--- config.mk ---
export PLATFORM = sky130hd
export DESIGN_NAME = cpu_if_fetch
export DESIGN_NICKNAME = d
export VERILOG_FILES = /design/src/rtl/cpu_if_fetch.sv
export SDC_FILE = /design/constraint.sdc
export NUM_CORES = 1
export LEC_CHECK = 0
export ABC_CLOCK_PERIOD_IN_PS = 2800
export BUFFER_PORTS_ARGS = -buffer_cell sky130_fd_sc_hd__buf_2
export CORE_MARGIN = 1
export CORE_UTILIZATION = 29
export DETAILED_ROUTE_END_ITERATION = 6
export GPL_TIMING_DRIVEN = 1
export PLACE_DENSITY = 0.48
export SLEW_MARGIN = 10
export SYNTH_ARGS = -nofsm -noshare
export SYNTH_HDL_FRONTEND = slang
export SYNTH_SLANG_ARGS = --single-unit
--- constraint.sdc ---
create_clock -name clk -period 2.8 [get_ports clk]
set_input_delay 0.14 -clock clk [delete_from_list [all_inputs] [get_ports clk]]
set_output_delay 0.14 -clock clk [all_outputs]
set_load 0.005 [all_outputs]
--- src/rtl/cpu_if_fetch.sv ---
// Instruction-fetch stage: fetch PC, req/gnt/rvalid bus master, in-order word buffer
// feeding ID, redirect flush handling and misaligned-fetch exception entries.
module cpu_if_fetch #(
  parameter logic [31:0] RESET_PC = 32'hbfc0_0000,
  parameter int          DEPTH    = 2
) (
  input  logic        clk,
  input  logic        rst_n,
  input  logic        stall_i,
  input  logic        flush_i,
  input  logic [31:0] redirect_pc_i,
  output logic        ibus_req_o,
  output logic [31:0] ibus_addr_o,
  input  logic        ibus_gnt_i,
  input  logic        ibus_rvalid_i,
  input  logic [31:0] ibus_rdata_i,
  output logic        valid_o,
  output logic [31:0] pc_o,
  output logic [31:0] inst_o,
  output logic        adel_o
);
  localparam int CW = $clog2(DEPTH + 1);
  localparam int IW = (DEPTH > 1) ? $clog2(DEPTH) : 1;

  typedef enum logic [0:0] {ST_RUN = 1'b0, ST_EXC = 1'b1} state_t;

  state_t        state_r;
  logic          active_r;
  logic [31:0]   pc_r;
  logic [CW-1:0] inflight_r;
  logic [CW-1:0] drop_r;
  logic [CW-1:0] count_r;
  logic [IW-1:0] rd_ptr_r;
  logic [IW-1:0] wr_ptr_r;
  logic [IW-1:0] tag_rd_r;
  logic [IW-1:0] tag_wr_r;
  logic [31:0]   buf_pc_r   [DEPTH];
  logic [31:0]   buf_inst_r [DEPTH];
  logic          buf_adel_r [DEPTH];
  logic [31:0]   tag_pc_r   [DEPTH];

  logic [CW:0]   credit_s;
  logic          req_s;
  logic          hs_s;
  logic          drop_word_s;
  logic          rsp_push_s;
  logic          exc_push_s;
  logic          push_s;
  logic          pop_s;
  logic [CW-1:0] inflight_next_s;
  logic [31:0]   push_pc_s;
  logic [31:0]   push_inst_s;
  logic          push_adel_s;

  function automatic logic [IW-1:0] ptr_inc(input logic [IW-1:0] p);
    if (p == IW'(DEPTH - 1)) begin
      ptr_inc = {IW{1'b0}};
    end else begin
      ptr_inc = p + IW'(1);
    end
  endfunction

  // Issue, response routing and buffer push/pop decisions.
  always_comb begin
    credit_s        = {1'b0, inflight_r} + {1'b0, count_r};
    req_s           = active_r && (state_r == ST_RUN) && !flush_i &&
                      (pc_r[1:0] == 2'b00) && (credit_s < (CW+1)'(DEPTH));
    hs_s            = req_s && ibus_gnt_i;
    // A response racing a flush belongs to the old stream and is dropped too.
    drop_word_s     = ibus_rvalid_i && (flush_i || (drop_r != {CW{1'b0}}));
    rsp_push_s      = ibus_rvalid_i && !drop_word_s;
    exc_push_s      = active_r && (state_r == ST_RUN) && !flush_i &&
                      (pc_r[1:0] != 2'b00) && (inflight_r == {CW{1'b0}}) &&
                      (count_r == {CW{1'b0}});
    push_s          = rsp_push_s || exc_push_s;
    pop_s           = (count_r != {CW{1'b0}}) && !stall_i && !flush_i;
    inflight_next_s = inflight_r + CW'(hs_s) - CW'(ibus_rvalid_i);
    if (rsp_push_s) begin
      push_pc_s   = tag_pc_r[tag_rd_r];
      push_inst_s = ibus_rdata_i;
      push_adel_s = 1'b0;
    end else begin
      push_pc_s   = pc_r;
      push_inst_s = 32'h0000_0000;
      push_adel_s = exc_push_s;
    end
  end

  // Head-of-buffer presentation; payload forced to zero when empty.
  always_comb begin
    ibus_req_o  = req_s;
    ibus_addr_o = pc_r;
    valid_o     = (count_r != {CW{1'b0}});
    if (valid_o) begin
      pc_o   = buf_pc_r[rd_ptr_r];
      inst_o = buf_inst_r[rd_ptr_r];
      adel_o = buf_adel_r[rd_ptr_r];
    end else begin
      pc_o   = 32'h0000_0000;
      inst_o = 32'h0000_0000;
      adel_o = 1'b0;
    end
  end

  // Control state: FSM, fetch PC, credit counters and pointers.
  always_ff @(posedge clk or negedge rst_n) begin
    if (!rst_n) begin
      state_r    <= ST_RUN;
      active_r   <= 1'b0;
      pc_r       <= RESET_PC;
      inflight_r <= {CW{1'b0}};
      drop_r     <= {CW{1'b0}};
      count_r    <= {CW{1'b0}};
      rd_ptr_r   <= {IW{1'b0}};
      wr_ptr_r   <= {IW{1'b0}};
      tag_rd_r   <= {IW{1'b0}};
      tag_wr_r   <= {IW{1'b0}};
    end else begin
      active_r   <= 1'b1;
      inflight_r <= inflight_next_s;
      if (flush_i) begin
        state_r  <= ST_RUN;
        pc_r     <= redirect_pc_i;
        drop_r   <= inflight_next_s;
        count_r  <= {CW{1'b0}};
        rd_ptr_r <= {IW{1'b0}};
        wr_ptr_r <= {IW{1'b0}};
      end else begin
        case (state_r)
          ST_RUN:  state_r <= exc_push_s ? ST_EXC : ST_RUN;
          ST_EXC:  state_r <= ST_EXC;
          default: state_r <= ST_RUN;
        endcase
        if (hs_s) begin
          pc_r <= pc_r + 32'd4;
        end
        if (ibus_rvalid_i && (drop_r != {CW{1'b0}})) begin
          drop_r <= drop_r - CW'(1);
        end
        count_r <= count_r + CW'(push_s) - CW'(pop_s);
        if (push_s) begin
          wr_ptr_r <= ptr_inc(wr_ptr_r);
        end
        if (pop_s) begin
          rd_ptr_r <= ptr_inc(rd_ptr_r);
        end
      end
      // The tag queue tracks every outstanding request, flushed or not.
      if (ibus_rvalid_i) begin
        tag_rd_r <= ptr_inc(tag_rd_r);
      end
      if (hs_s) begin
        tag_wr_r <= ptr_inc(tag_wr_r);
      end
    end
  end

  // Buffer payload and per-request PC tag storage.
  always_ff @(posedge clk or negedge rst_n) begin
    if (!rst_n) begin
      for (int i = 0; i < DEPTH; i++) begin
        buf_pc_r[i]   <= 32'h0000_0000;
        buf_inst_r[i] <= 32'h0000_0000;
        buf_adel_r[i] <= 1'b0;
        tag_pc_r[i]   <= 32'h0000_0000;
      end
    end else begin
      if (push_s) begin
        buf_pc_r[wr_ptr_r]   <= push_pc_s;
        buf_inst_r[wr_ptr_r] <= push_inst_s;
        buf_adel_r[wr_ptr_r] <= push_adel_s;
      end
      if (hs_s) begin
        tag_pc_r[tag_wr_r] <= pc_r;
      end
    end
  end
endmodule

==> impl_results.md <==
* Synth Area in Adders at 0.00743
* Top FF cell, synth: dfrtp_1
* Final hold slack at 0.171 ns
* P per Cell Area at 921 nW/µm²
* Least-Margin Pin Slew at 0.932 ns
* Fin Clk Skew at 0.0163 ns
* Initial Util at 0.295
* Clock transition at path regs at 0.06 ns
* Total chip power at 13.2 mW
* GRT overflow at 0
* Synthesized flop and latch total at 238
* Ports at 169
* GRT met2 Usage at 0.253
* Final ANT Viol Nets at 0
* Layout cell share with drive strength beyond 1 at 0.322
* Hpwl dp at 20100 µm
* Xor/xnor cell area share of the yosys netlist at 0.00945
* Cts bufs inserted at 29
* Synth Instances at 972
* Synth area leaders: dfrtp_1 52%, mux2_2 12%, mux2i_1 9.2%
* WL final at 31200 µm
* Largest family of logic cells by synthesized area: multiplexers
* Status: finished clean
* Remaining DRCs at 0
* Root Driver: clkbuf_16
* RSZ-0062 raised after global routing: false
* Largest area contributor in the netlist: dfrtp_1
* H-tree Lvls at 1
* Setup violators final at 0
* Switching Fraction at 0.325
* Seq/Total Area, Yosys at 0.537
* Site Rows at 71
* Logic pwr share at 0.313
* Int Pwr at 8.93 mW
* NetSw at 4.31 mW
* Critical path class: reg -> reg
* Post-synth ARST share at 1.00
* Syn_nets at 1048
* Commonest cells post-synth: 229 x dfrtp_1, 120 x mux2_2, 102 x mux2i_1
* # diodes at 0
* Drt initial violations at 386
* Critical path endpoint category: register
* Met3 Use GR at 0.0261
* Slew Viols, Final at 0
* Die area at 39100 µm²
* Non-filler instance count after layout at 1739
* Met1 Use GR at 0.235
* Req. time, crit path at 3.22 ns
* Netlist Area Pre-Place at 11100 µm²
* Initial antenna violation count at 0
* TritonCTS clock tree: done
* Worst VDD drop at 0.436 mV
* Yosys synthesis warning count at 0
* Final hold viol count at 0
* Leakage power at 6.78 nW
* EDFF count, synth at 0
* GRT Max-Usage Layer: met2
* FILL cells at 3739
* Nets at 1285
* Yosys top cell area share at 0.515
* Final instance area at 14400 µm²
* TNS Setup at 0 ns
* First-pass GRT wire length at 50000 µm
* Distinct cell type count after synthesis at 46
* Cell with the most instances after synthesis: dfrtp_1
* Min-delay worst type: in -> async
* Post-synthesis simple-gate area fraction at 0.102
* Placed cell area at 12800 µm²
* GP Congestion at 0.750
* Via density at 4.80
* Part of the power in registers at 0.414
* Final period util at 0.906
* Critical path peak fanout at 3
* Max-cap viol count at 0
* CORE AREA at 37700 µm²
* Largest net degree at the start of global routing at 83
* Data arrival, critical path at 2.96 ns
* Clock network fraction of design power at 0.273
* Worst skew pair latency at 0.57 ns
* Vert. Die Dim at 198 µm
* Compound-Gate Fraction of Synth Area at 0.103
* DP Cell Count at 1620
* Vias in the first global route at 8504
* Total GRT Usage at 0.163
* F_max at 394 MHz
* Pre-Repair DR Iteration Count at 5
* Final worst path period need at 2.54 ns
* Slew headroom at 0.376
* Port Buffer Count at 168
* DR vias at 8346
* Max Root-Sink Buffers at 3
* Clock sink total at 238
* Post-Syn Area per Cell at 11.4 µm²
* Proportion of synthesized area in mux cells at 0.213
* Synth-to-layout area growth at 29.3%
* Average wire per standard cell at 17.9 µm
* Die W at 198 µm
* Critical path startpoint category: register
## cells by family (layout without fill, tap and decap cells)
logic type	count (synthesis)	count (layout)
AO/OA/AOI/OAI	163	163
XOR/XNOR	12	12
adder cells (fa/ha/maj)	6	6
buffers and inverters	78	334
flip-flops	238	238
multiplexers	222	222
other	1	1
AND/OR/NAND/NOR	252	252
## cell usage in the layout (no fill, tap or decap), types with 3 or more instances in the layout
cell type	netlist	routed
dfrtp_1	229	227
a221o_1	5	5
and2_1	7	7
clkinv_2	0	4
nand3_1	20	20
a31oi_1	6	6
nor3_1	10	10
o21ai_0	60	60
xor2_1	3	3
o311ai_0	3	3
dlygate4sd3_1	0	68
o211ai_1	3	3
a21oi_1	8	8
nand2b_1	5	4
clkbuf_16	0	29
mux2i_1	102	102
mux2_2	120	120
or3_1	4	4
nor2b_1	5	5
buf_12	0	7
clkbuf_8	0	9
nand2_1	79	79
clkbuf_1	53	7
buf_4	0	32
inv_1	9	9
a22oi_1	3	3
dfstp_2	9	9
a22o_1	65	65
nand4_1	10	10
nor4_1	5	4
ha_1	5	5
nor2_1	94	90
and3_1	5	5
xnor2_1	9	7
buf_2	8	167
## registers in the layout, summed over array words and instances (netlist names)
| register | count |
|---|---|
| tag_rd_r | 1 |
| buf_adel_r | 2 |
| buf_inst_r | 64 |
| active_r | 1 |
| wr_ptr_r | 1 |
| tag_pc_r | 64 |
| tag_wr_r | 1 |
| count_r | 2 |
| rd_ptr_r | 1 |
| inflight_r | 2 |
| buf_pc_r | 64 |
| state_r | 1 |
| ibus_addr_o | 32 |
| drop_r | 2 |
## final timing paths
path	cells past startpoint	slack (ns)	start	endpoint
worst max-delay path	12	0.26	count_r[0]	drop_r[1]
worst min-delay path	2	0.17	rst_n	buf_inst_r[42]
worst max register to register	12	0.26	count_r[0]	drop_r[1]
worst min register to register	1	0.49	tag_pc_r[0]	tag_pc_r[0]
max in group asynchronous	3	1.76	rst_n	ibus_addr_o[24]
min in group clk	5	0.25	ibus_gnt_i	ibus_addr_o[22]
## metrics by stage
stage | setup WS, ns | util
2_1_floorplan | 0.00271 | -
3_5_place_dp | 0.145 | 0.339
3_3_place_gp | 0.174 | 0.339
5_1_grt | 0.0506 | 0.382
6_report | 0.262 | 0.382
4_1_cts | 0.104 | 0.381
## metal layers
layer  part of all wire  wire, µm
met5                  0         0
met2               0.45     14100
met1               0.48     15000
met4              0.018       576
met3              0.049      1520
## final cells by class
type	instances	area, µm²	area share
tap	511	639	0.0445
inverter	9	33.8	0.00235
clock inverter	5	40.0	0.00278
multi-input combinational	656	4910	0.341
timing repair buffer	275	1910	0.133
sequential	238	5970	0.415
clock buffer	45	876	0.0609
## timing repair
action                                  in CTS  in global routing
hold endpoints to repair                   178                  0
resized for setup                            0                  3
setup buffers                                0                  1
endpoints found under the setup margin       0                  9
hold buffers                                68                  0
## critical path, cell delays in order (launching register included)
cell     delay (ns)
dfrtp_1        0.38
and2_1         0.17
fa_1           0.38
nor4_2         0.23
and3_1         0.22
inv_1          0.07
ha_1           0.27
inv_1          0.04
ha_1           0.19
xnor2_2        0.15
xnor2_2        0.14
nand2_1        0.07
o21ai_0        0.07
## power by group through the flow
stage	combinational, mW	clock (mW)	sequential, mW
4_1_cts	4.20	3.73	5.50
5_1_grt	4.62	3.86	5.67
3_3_place_gp	4.06	0	5.53
6_report	4.14	3.61	5.49
3_5_place_dp	4.10	0	5.55
2_1_floorplan	2.88	0	5.18
No activity file was read; power rests on OpenSTA's default activity.
